### src/rtl/jtframe_rom_nslots_pkg.sv
// Shared jtframe SDRAM constants and the helper that turns a slot address
// into a 16-bit SDRAM word address.
package jtframe_rom_nslots_pkg;

  localparam int SDRAM_AW = 22;

  typedef logic [SDRAM_AW-1:0] sdram_addr_t;

  // Slot addresses count DW-wide items; the SDRAM counts 16-bit words.
  function automatic sdram_addr_t rom_word_addr(input sdram_addr_t offset,
                                                input sdram_addr_t addr,
                                                input int          dw);
    sdram_addr_t scaled;
    case (dw)
      8:       scaled = addr >> 1;
      16:      scaled = addr;
      default: scaled = addr << 1;
    endcase
    return offset + scaled;
  endfunction

endpackage

### src/rtl/jtframe_romrq_entry.sv
// One-entry cache for a single ROM slot: valid bit, captured tag and data,
// plus the combinational hit compare against the live slot address.
module jtframe_romrq_entry #(
  parameter int AW = 17,
  parameter int DW = 32
) (
  input  logic          clk,
  input  logic          rst,
  input  logic          cs,
  input  logic [AW-1:0] addr,
  input  logic          clr,
  input  logic          we,
  input  logic [AW-1:0] wtag,
  input  logic [DW-1:0] wdata,
  output logic          ok,
  output logic [DW-1:0] dout
);

  logic          valid_q, valid_d;
  logic [AW-1:0] tag_q, tag_d;
  logic [DW-1:0] data_q, data_d;

  // Invalidate has the last word over a fill landing in the same cycle.
  always_comb begin
    valid_d = valid_q;
    tag_d   = tag_q;
    data_d  = data_q;
    if (we) begin
      valid_d = 1'b1;
      tag_d   = wtag;
      data_d  = wdata;
    end
    if (clr) valid_d = 1'b0;
  end

  always_ff @(posedge clk or posedge rst) begin
    if (rst) begin
      valid_q <= 1'b0;
      tag_q   <= '0;
      data_q  <= '0;
    end else begin
      valid_q <= valid_d;
      tag_q   <= tag_d;
      data_q  <= data_d;
    end
  end

  assign ok   = cs & valid_q & (tag_q == addr);
  assign dout = data_q;

endmodule

### src/rtl/jtframe_rom_nslots.sv
// N-slot ROM request arbiter: each slot keeps a one-entry cache and misses
// are serialised onto a single SDRAM read port, one transaction at a time.
module jtframe_rom_nslots
  import jtframe_rom_nslots_pkg::*;
#(
  parameter int SLOTS = 4,
  parameter int DW    = 32,
  parameter int AW    = 17,
  parameter int RR    = 0
) (
  input  logic                      clk,
  input  logic                      rst,
  input  logic [SLOTS-1:0]          slot_cs,
  input  logic [SLOTS*AW-1:0]       slot_addr,
  input  logic [SLOTS*SDRAM_AW-1:0] slot_offset,
  input  logic [SLOTS-1:0]          slot_clr,
  output logic [SLOTS-1:0]          slot_ok,
  output logic [SLOTS*DW-1:0]       slot_dout,
  output logic                      sdram_req,
  output logic [SDRAM_AW-1:0]       sdram_addr,
  input  logic                      sdram_ack,
  input  logic                      data_rdy,
  input  logic [31:0]               data_read
);

  localparam int SW = (SLOTS > 1) ? $clog2(SLOTS) : 1;

  typedef enum logic [1:0] {ST_IDLE, ST_ACK, ST_RDY} state_t;

  state_t        state_q, state_d;
  logic [SW-1:0] slot_q, slot_d;
  logic [SW-1:0] rr_ptr_q, rr_ptr_d;
  logic [AW-1:0] addr_q, addr_d;
  logic          req_q, req_d;
  sdram_addr_t   sdram_addr_q, sdram_addr_d;

  logic [SLOTS-1:0] pending;
  logic [SLOTS-1:0] entry_we;
  logic             found;
  logic [SW-1:0]    win;
  logic [SW:0]      cand;
  logic [AW-1:0]    win_addr;
  sdram_addr_t      win_offset;
  logic [SW:0]      slot_inc;
  logic [SW-1:0]    rr_next;
  logic [DW-1:0]    fill_data;
  logic             unused_read;

  always_comb begin
    pending = '0;
    for (int k = 0; k < SLOTS; k++)
      pending[k] = slot_cs[k] & ~slot_ok[k] &
                   ~((state_q != ST_IDLE) && (slot_q == SW'(k)));
  end

  // Round-robin walks the slots starting at the pointer; fixed priority from 0.
  always_comb begin
    found = 1'b0;
    win   = '0;
    cand  = '0;
    for (int i = 0; i < SLOTS; i++) begin
      if (RR != 0) begin
        cand = {1'b0, rr_ptr_q} + (SW+1)'(i);
        if (cand >= (SW+1)'(SLOTS)) cand = cand - (SW+1)'(SLOTS);
      end else begin
        cand = (SW+1)'(i);
      end
      if (!found && pending[cand[SW-1:0]]) begin
        found = 1'b1;
        win   = cand[SW-1:0];
      end
    end
  end

  always_comb begin
    win_addr   = '0;
    win_offset = '0;
    for (int k = 0; k < SLOTS; k++) begin
      if (win == SW'(k)) begin
        win_addr   = slot_addr[k*AW +: AW];
        win_offset = slot_offset[k*SDRAM_AW +: SDRAM_AW];
      end
    end
  end

  assign slot_inc = {1'b0, slot_q} + (SW+1)'(1);
  assign rr_next  = (slot_inc >= (SW+1)'(SLOTS)) ? '0 : slot_inc[SW-1:0];

  always_comb begin
    state_d      = state_q;
    slot_d       = slot_q;
    rr_ptr_d     = rr_ptr_q;
    addr_d       = addr_q;
    req_d        = req_q;
    sdram_addr_d = sdram_addr_q;
    case (state_q)
      ST_IDLE: begin
        if (found) begin
          state_d      = ST_ACK;
          slot_d       = win;
          addr_d       = win_addr;
          req_d        = 1'b1;
          sdram_addr_d = rom_word_addr(win_offset, SDRAM_AW'(win_addr), DW);
        end
      end
      ST_ACK: begin
        if (sdram_ack) begin
          state_d = ST_RDY;
          req_d   = 1'b0;
        end
      end
      ST_RDY: begin
        if (data_rdy) begin
          state_d  = ST_IDLE;
          rr_ptr_d = rr_next;
        end
      end
      default: state_d = ST_IDLE;
    endcase
  end

  always_ff @(posedge clk or posedge rst) begin
    if (rst) begin
      state_q      <= ST_IDLE;
      slot_q       <= '0;
      rr_ptr_q     <= '0;
      addr_q       <= '0;
      req_q        <= 1'b0;
      sdram_addr_q <= '0;
    end else begin
      state_q      <= state_d;
      slot_q       <= slot_d;
      rr_ptr_q     <= rr_ptr_d;
      addr_q       <= addr_d;
      req_q        <= req_d;
      sdram_addr_q <= sdram_addr_d;
    end
  end

  always_comb begin
    entry_we = '0;
    if (state_q == ST_RDY && data_rdy) entry_we[slot_q] = 1'b1;
  end

  // Byte slots pick their half of the 16-bit word from the captured address.
  generate
    if (DW == 8) begin : g_fill8
      assign fill_data = addr_q[0] ? data_read[15:8] : data_read[7:0];
    end else begin : g_fillw
      assign fill_data = data_read[DW-1:0];
    end
  endgenerate

  assign unused_read = ^data_read;

  for (genvar k = 0; k < SLOTS; k++) begin : g_entry
    jtframe_romrq_entry #(
      .AW(AW),
      .DW(DW)
    ) u_entry (
      .clk  (clk),
      .rst  (rst),
      .cs   (slot_cs[k]),
      .addr (slot_addr[k*AW +: AW]),
      .clr  (slot_clr[k]),
      .we   (entry_we[k]),
      .wtag (addr_q),
      .wdata(fill_data),
      .ok   (slot_ok[k]),
      .dout (slot_dout[k*DW +: DW])
    );
  end

  assign sdram_req  = req_q;
  assign sdram_addr = sdram_addr_q;

endmodule
### config.mk
export PLATFORM = sky130hd
export DESIGN_NAME = jtframe_rom_nslots
export DESIGN_NICKNAME = d
export VERILOG_FILES = /design/src/rtl/jtframe_rom_nslots_pkg.sv /design/src/rtl/jtframe_romrq_entry.sv /design/src/rtl/jtframe_rom_nslots.sv
export SDC_FILE = /design/constraint.sdc
export NUM_CORES = 1
export LEC_CHECK = 0
export CORE_ASPECT_RATIO = 1.25
export CORE_UTILIZATION = 52
export DETAILED_ROUTE_END_ITERATION = 10
export PLACE_DENSITY = 0.87
export SYNTH_ARGS = -nofsm -noshare
export SYNTH_HDL_FRONTEND = slang
export SYNTH_HIERARCHICAL = 1
export SYNTH_SLANG_ARGS = --single-unit
### constraint.sdc
create_clock -name clk -period 13.25 [get_ports clk]
set_clock_uncertainty 0.15 [all_clocks]
set_input_delay 1.9875 -clock clk [delete_from_list [all_inputs] [get_ports clk]]
set_output_delay 1.9875 -clock clk [all_outputs]
set_load 0.005 [all_outputs]
==> results.md, run 1 <==
* Critical Path AT at roughly 7.6 ns
* Dpl cell area at 15,710 sq um
* RSZ-0062 raised after global routing: no
* Hold Crit Class: flip-flop to flip-flop
* Hold buffers post-CTS at 0
* Hold Path Depth at 2
* Worst slew pin tran at 1.081 ns
* PwrDens at 232.5 nW/um^2
* Initial core utilization at 53.18%
* CTS tree: yes
* Post-DP HPWL at roughly 28,000 um
* Core footprint at 22,360 sq um
* Critical Path RT at 13.48 ns
* Crit path from: slot_addr[16]
* Total CTS buffers at 25
* Clk Tree Root Cell: clkbuf_16
* Initial antenna violation count at 1
* Yosys Warn Count at 6
* Vias in the first global route at between 10,000 and 15,000
* # port buffers at 354
* Max Cap Violations at 0
* Kind of critical path: input pin to flip-flop
* TNS Setup at 0 ns
* Minimum clock period at 7.347 ns
* Layout cells sized above 1 at 21.07%
* Ports at 355
* Peak VDD IR at roughly 0.17 mV
* Post-CTS setup buffer count at 0
* Total power at 3.860 mW
* Drt first pass iters at 4
* NumNets Final at 1,561
* Via count at just under 10,000
* Crit. End Element: flip-flop
* Largest net degree at the start of global routing at 51
* Async SR Flop Fraction at 100.0%
* DRC Markers at 0
* Top_reg_cell synth: dfrtp_1
* FF-to-FF End: sdram_addr[21]
* Drt via density at 5.892
* Synth Register Bits at 244
* LEAKAGE at around 7 nW
* Origin of the critical flop-to-flop path: g_entry[3].u_entry/tag_q[16]
* # clock sinks at around 240
* # setup viols final at 0
* Die width at 137.3 um
* Final instance area at 16,600 sq um
* Syn Std Cell Area at 11,890 sq um
* Total track usage at 33.40%
* Row count at 61
* First-pass GRT wire length at approximately 58,000 um
* R2r worst-path depth at 21
* Post-route ant nets at 0
* Critical Path Fanout Max at 27
* Critical path startpoint category: input pin
* RePlAce Congestion at 0.9777
* Slew HR at 27.74%
* First DRT Iteration DRCs at about 580
* Syn Nets at between 1,000 and 1,500
* Unique masters post-synth at 66
* Die H at 171.1 um
* Skew-Pair Late Insertion Delay at 0.53 ns
* Fin Hold WS at 0.3312 ns
* Commonest non-fill, non-tap cell in the layout: clkdlybuf4s50_1
* Hold Path Sink: sdram_addr[2]
* Post-route core utilization at 74.25%
* Post-synthesis sequential area ratio at 51.34%
* Htree depth at 1
* Worst Hold Launch: sdram_addr[2]
* Die footprint at 23,480 sq um
* Status: finished, final reports clean
* Post-Syn Area per Cell at 11.92 sq um
* Clk buf depth at 3
* Post-Synthesis Cells at 998
* Routed WL at 39,080 um
* Most frequent cells in the layout: 354 x clkdlybuf4s50_1, 244 x dfrtp_1, 189 x mux2_2
* Post_cts resized at 0
* Gr ovfl total at 0
* Area grow syn2layout at 39.61%
* Fmax achieved at approximately 140 MHz
* WL per Instance at 23.74 um
* Reg2reg setup slack at between 7 and 8 ns
* Final Max Tran Viols at 0
* Final Cycle Share at 55.45%
* Final count of hold timing violations at 0
* Number of synthesized flops with an enable pin at 0
* CTS clk-pin slew, worst paths at 0.07 ns
registers in the layout (all words and copies together) (netlist names):
register and count:
sdram_addr 22, sdram_req 1, state_q 2, addr_q 17, g_entry.u_entry/valid_q 4, g_entry.u_entry/tag_q 68, g_entry.u_entry/dout 128, slot_q 2
cells by family after synthesis:
logic type | after synthesis | synth area share, %
adders and majority gates | 18 | 1.957
and+or+nand+nor | 200 | 8.027
buffers and inverters | 69 | 2.735
AOI/OAI and AO/OA | 173 | 9.879
DFF | 244 | 51.34
muxes | 209 | 19.80
xor gates and xnor gates | 85 | 6.260
power breakdown:
part	switching (mW)	internal, mW	total, mW
Clock	0.299	0.451	0.750
Sequential	0.234	1.08	1.32
Combinational	0.817	0.975	1.79
Total	1.35	2.51	3.86
through the flow:
stage	setup slack, ns	instances
6_report	5.903	1646
5_1_grt	5.638	1645
4_1_cts	6.067	1645
3_5_place_dp	5.568	1599
3_3_place_gp	5.780	1599
2_1_floorplan	7.107	998
layout make-up:
cell class | instances | area, sq um
repair buffers | 373 | 3686
flip-flops and latches | 244 | 6106
fillers | 1480 | 5759
clock buffers | 34 | 739.5
inverters | 14 | 52.55
multi-input cells | 685 | 5512
well taps | 283 | 354.1
diodes | 1 | 2.502
clock inverters | 12 | 151.4
Yosys cell counts (13+ instances only):
cell type	n	area share [%]
nand3_1	20	0.84
o21ai_1	17	0.72
dfrtp_1	244	51
o21ai_0	29	1.2
xnor2_1	60	4.4
nand4_1	17	0.89
mux2_1	17	1.6
nor2_1	46	1.5
mux2_2	189	18
xor2_1	25	1.8
a21oi_1	47	2.0
clkbuf_1	16	0.51
ha_1	17	1.8
buf_2	32	1.3
inv_1	13	0.41
a31oi_1	18	0.95
nand2_1	81	2.6
how the worst max path moves through the flow:
stage | to
finish | sdram_addr[17]
global route | sdram_addr[21]
CTS | sdram_addr[21]
detailed placement | sdram_addr[21]
global placement | sdram_addr[17]
floorplan | sdram_addr[21]
worst max-delay path: stages:
cell             delay, ns
clkdlybuf4s50_1       0.46
xor2_1                0.18
nor4_1                0.59
nand4_1               0.19
nor4_2                0.22
inv_1                 0.13
o311ai_4              0.13
nand2_1               0.75
and3_1                0.46
a211oi_1              0.21
o21ai_1               0.14
ha_1                  0.25
inv_1                 0.08
fa_1                  0.20
nor2b_1               0.07
o31a_1                0.28
o21ai_1               0.24
a211oi_1              0.17
or3_1                 0.39
a21oi_1               0.21
xor2_1                0.18
o21ai_1               0.07
per-layer routing:
metal	routed length (um)	GRT usage, %	up-vias
met5	0	0	-
met4	2646	21.36	0
met3	3726	8.741	152
met2	19050	56.06	542
met1	13660	37.38	4753
li1	-	-	4251
Note: power is estimated with default switching activity, not from simulation.
==> inputs of run 2 (changes only) <==
Settings changed: CORE_UTILIZATION 52 to 43, PLACE_DENSITY 0.87 to 0.77.
Clock period 13.25 ns to 6.04 ns, I/O delays scaled along.
==> run 2 against run 1 <==
Total power increased by 120%. Non-clock buffer count increased by 40. Register-to-register slack got worse by 6.6 ns. Wire length increased by 3.8%. Critical path depth increased by 1. Core utilization decreased by 12 points. First-iteration DRC count decreased by 27%. Combinational power increased by 130%. Die area increased by 21%. Critical endpoint is now sdram_addr[21]. Largest power group unchanged.
==> results.md, run 2 (same netlist as run 1, synthesis figures left out) <==
* Status: finished, final reports clean (unchanged)
* Clk pwr share at 17.9% (was 19.4%)
* Layout cells sized above 1 at 23.11% (was 21.07%)
* First-pass GRT wire length at 59,310 um (was 57,920 um)
* Via count at 9,698 (unchanged)
* Slew HR at 29.03% (was 27.74%)
* Row count at 67 (was 61)
* Kind of critical path: input pin to flip-flop (unchanged)
* Busiest grt layer: met2 (unchanged)
* CTS clk-pin slew, worst paths at 0.07 ns (about the same)
* CP top delay family: compound AO/OA/AOI/OAI gates (was simple AND/OR/NAND/NOR gates)
* Comb power frac at 48.1% (was 46.4%)
* Initial antenna violation count at 1 (unchanged)
* Area grow syn2layout at 42.30% (was 39.61%)
* Most frequent cells in the layout: 354 x clkdlybuf4s50_1, 244 x dfrtp_1, 189 x mux2_2 (unchanged)
* M2 GR Usage at 49.35% (was 56.06%)
* Crit path cell chain: clkdlybuf4s50_1, xor2_1, nor4_1, buf_4, nand4_1, nor4_2, inv_1, o311a_1, a211oi_1, buf_4, o21ai_0, a31oi_1, ha_1, inv_1, fa_1, nor2b_1, o31a_1, o21ai_1, a211oi_1, o31ai_1, nand4b_1, xnor2_1, o21ai_1 (was clkdlybuf4s50_1, xor2_1, nor4_1, nand4_1, nor4_2, inv_1, o311ai_4, nand2_1, and3_1, a211oi_1, o21ai_1, ha_1, inv_1, fa_1, nor2b_1, o31a_1, o21ai_1, a211oi_1, or3_1, a21oi_1, xor2_1, o21ai_1)
* Slowest-stage cell, CP: clkdlybuf4s50_1 (was nand2_1)
* Die footprint at 28,330 sq um (was 23,480 sq um)
* Minimum clock period at around 5.6 ns
* Sw Ratio at 35.04% (was 34.98%)
* Die H at 187.9 um (was 171.1 um)
* Fmax achieved at 178.7 MHz
* Peak VDD IR at 0.3095 mV (was 0.1716 mV)
* NumNets Final at 1,601 (was 1,561)
* Max Cap Violations at 0 (unchanged)
* Commonest non-fill, non-tap cell in the layout: clkdlybuf4s50_1 (unchanged)
* Post-route core utilization at 62.70% (was 74.25%)
* Die width at 150.7 um (was 137.3 um)
* Critical Path RT at 6.29 ns (was 13.48 ns)
* Max reg flops at 128 (unchanged)
* CTS tree: yes (unchanged)
* DRC Markers at 0 (unchanged)
* Hold Crit Class: flip-flop to flip-flop (unchanged)
* Largest net degree at the start of global routing at 45 (was 51)
* First DRT Iteration DRCs at 420 (was 579)
* Critical path startpoint category: input pin (unchanged)
* Crit. End Element: flip-flop (unchanged)
* # fillers at 2,158 (was 1,480)
* Initial core utilization at 44.06% (was 53.18%)
* Routed WL at 40,560 um (was 39,080 um)
* Final Cycle Share at 92.64%
* Vias in the first global route at 10,140 (was 10,070)
* LEAKAGE at 7.255 nW (was 7.094 nW)
* Post-DP HPWL at 30,300 um (was 28,090 um)
* RSZ-0062 raised after global routing: no (unchanged)
* Post_cts resized at 0 (unchanged)
* Core footprint at 26,990 sq um (was 22,360 sq um)
* Post-route ant nets at 0 (unchanged)
* RePlAce Congestion at 0.9888 (was 0.9777)
* # setup viols final at 0 (unchanged)
* Drt via density at 5.548 (was 5.892)
* Total CTS buffers at 25 (unchanged)
* Clk Tree Root Cell: clkbuf_16 (unchanged)
* Final Max Tran Viols at 0 (unchanged)
* Ports at 355 (unchanged)
* M1 GR Usage at 31.65% (was 37.38%)
* GRT met3 Usage at 7.178% (was 8.741%)
* Post-CTS setup buffer count at 0 (unchanged)
* Gr ovfl total at 0 (unchanged)
* Hold buffers post-CTS at 0 (unchanged)
* Critical Path AT at 5.85 ns (was 7.58 ns)
* Total power at 8.461 mW (was 3.860 mW)
* # port buffers at 354 (unchanged)
* # clock sinks at 244 (unchanged)
* Pint at 5.497 mW (was 2.510 mW)
* Htree depth at 1 (unchanged)
* WL per Instance at 23.20 um (was 23.74 um)
* Critical Path Fanout Max at 9 (was 27)
* Worst slew pin tran at 1.064 ns (was 1.081 ns)
* Total track usage at 28.20% (was 33.40%)
* Worst Path Buf+Inv at 5 (was 3)
* Pre-CTS WS at -0.01691 ns (was 5.568 ns)
* Psw at 2.964 mW (was 1.350 mW)
* Drt first pass iters at 5 (was 4)
* Worst path max stage delay at 0.48 ns (was 0.75 ns)
* Skew-Pair Late Insertion Delay at 0.53 ns (about the same)
* PwrDens at 500.0 nW/um^2 (was 232.5 nW/um^2)
* Final count of hold timing violations at 0 (unchanged)
* Part of the power in registers at 34.1% (about the same)
* Clk buf depth at 3 (unchanged)
* Fin worst setup slack at 0.4445 ns (was 5.903 ns)
==> run 2: worst min-delay path, stage by stage (launching register included) <==
cell	delay, ns
dfrtp_1	0.34
nand2_1	0.04
o21ai_0	0.05
==> run 2: metal layers <==
layer | routed length (um) | share of wire [%]
met5 | 0 | 0
met4 | 1935 | 4.8
met3 | 3591 | 8.9
met2 | 20180 | 50
met1 | 14860 | 37
==> run 2: path summary, 6_finish.rpt <==
| kind | from | end | cells after the start | slack (ns) |
|---|---|---|---|---|
| setup / recovery | slot_addr[15] | sdram_addr[21] | 23 | 0.44 |
| hold / removal | sdram_addr[11] | sdram_addr[11] | 2 | 0.33 |
| setup reg to reg | g_entry[0].u_entry/tag_q[4] | sdram_addr[21] | 22 | 0.91 |
| hold reg to reg | sdram_addr[11] | sdram_addr[11] | 2 | 0.33 |
| max in group asynchronous | rst | g_entry[2].u_entry/dout[12] | 3 | 4.02 |
| min in group asynchronous | rst | g_entry[3].u_entry/dout[25] | 2 | 0.64 |
==> run 2: power by group through the flow <==
stage               logic (mW)  clock network [mW]  registers, mW
global route              4.35                1.61           2.97
floorplan                 2.12                   0           2.81
detailed placement        4.03                   0           2.90
global placement          3.97                   0           2.86
finish                    4.07                1.51           2.88
CTS                       4.06                1.55           2.88
==> run 2: layout make-up <==
class | count | area [sq um] | share of cell area (%)
repair buffers | 413 | 4024 | 23.78
clock buffers | 32 | 681.9 | 4.029
inverters | 14 | 52.55 | 0.3105
well taps | 345 | 431.7 | 2.551
clock inverters | 14 | 113.9 | 0.6728
multi-input cells | 685 | 5512 | 32.57
flip-flops and latches | 244 | 6106 | 36.08
diodes | 1 | 2.502 | 0.01479
==> run 2: stage by stage <==
stage	TNS, ns	instance area [sq um]	hold WS (ns)	instances
2_1_floorplan	0	11890	0.3097	998
3_3_place_gp	0	16130	0.3109	1701
3_5_place_dp	-0.01691	16130	0.3199	1701
4_1_cts	0	16920	0.3347	1747
5_1_grt	0	16920	0.3512	1747
6_report	0	16920	0.3276	1748
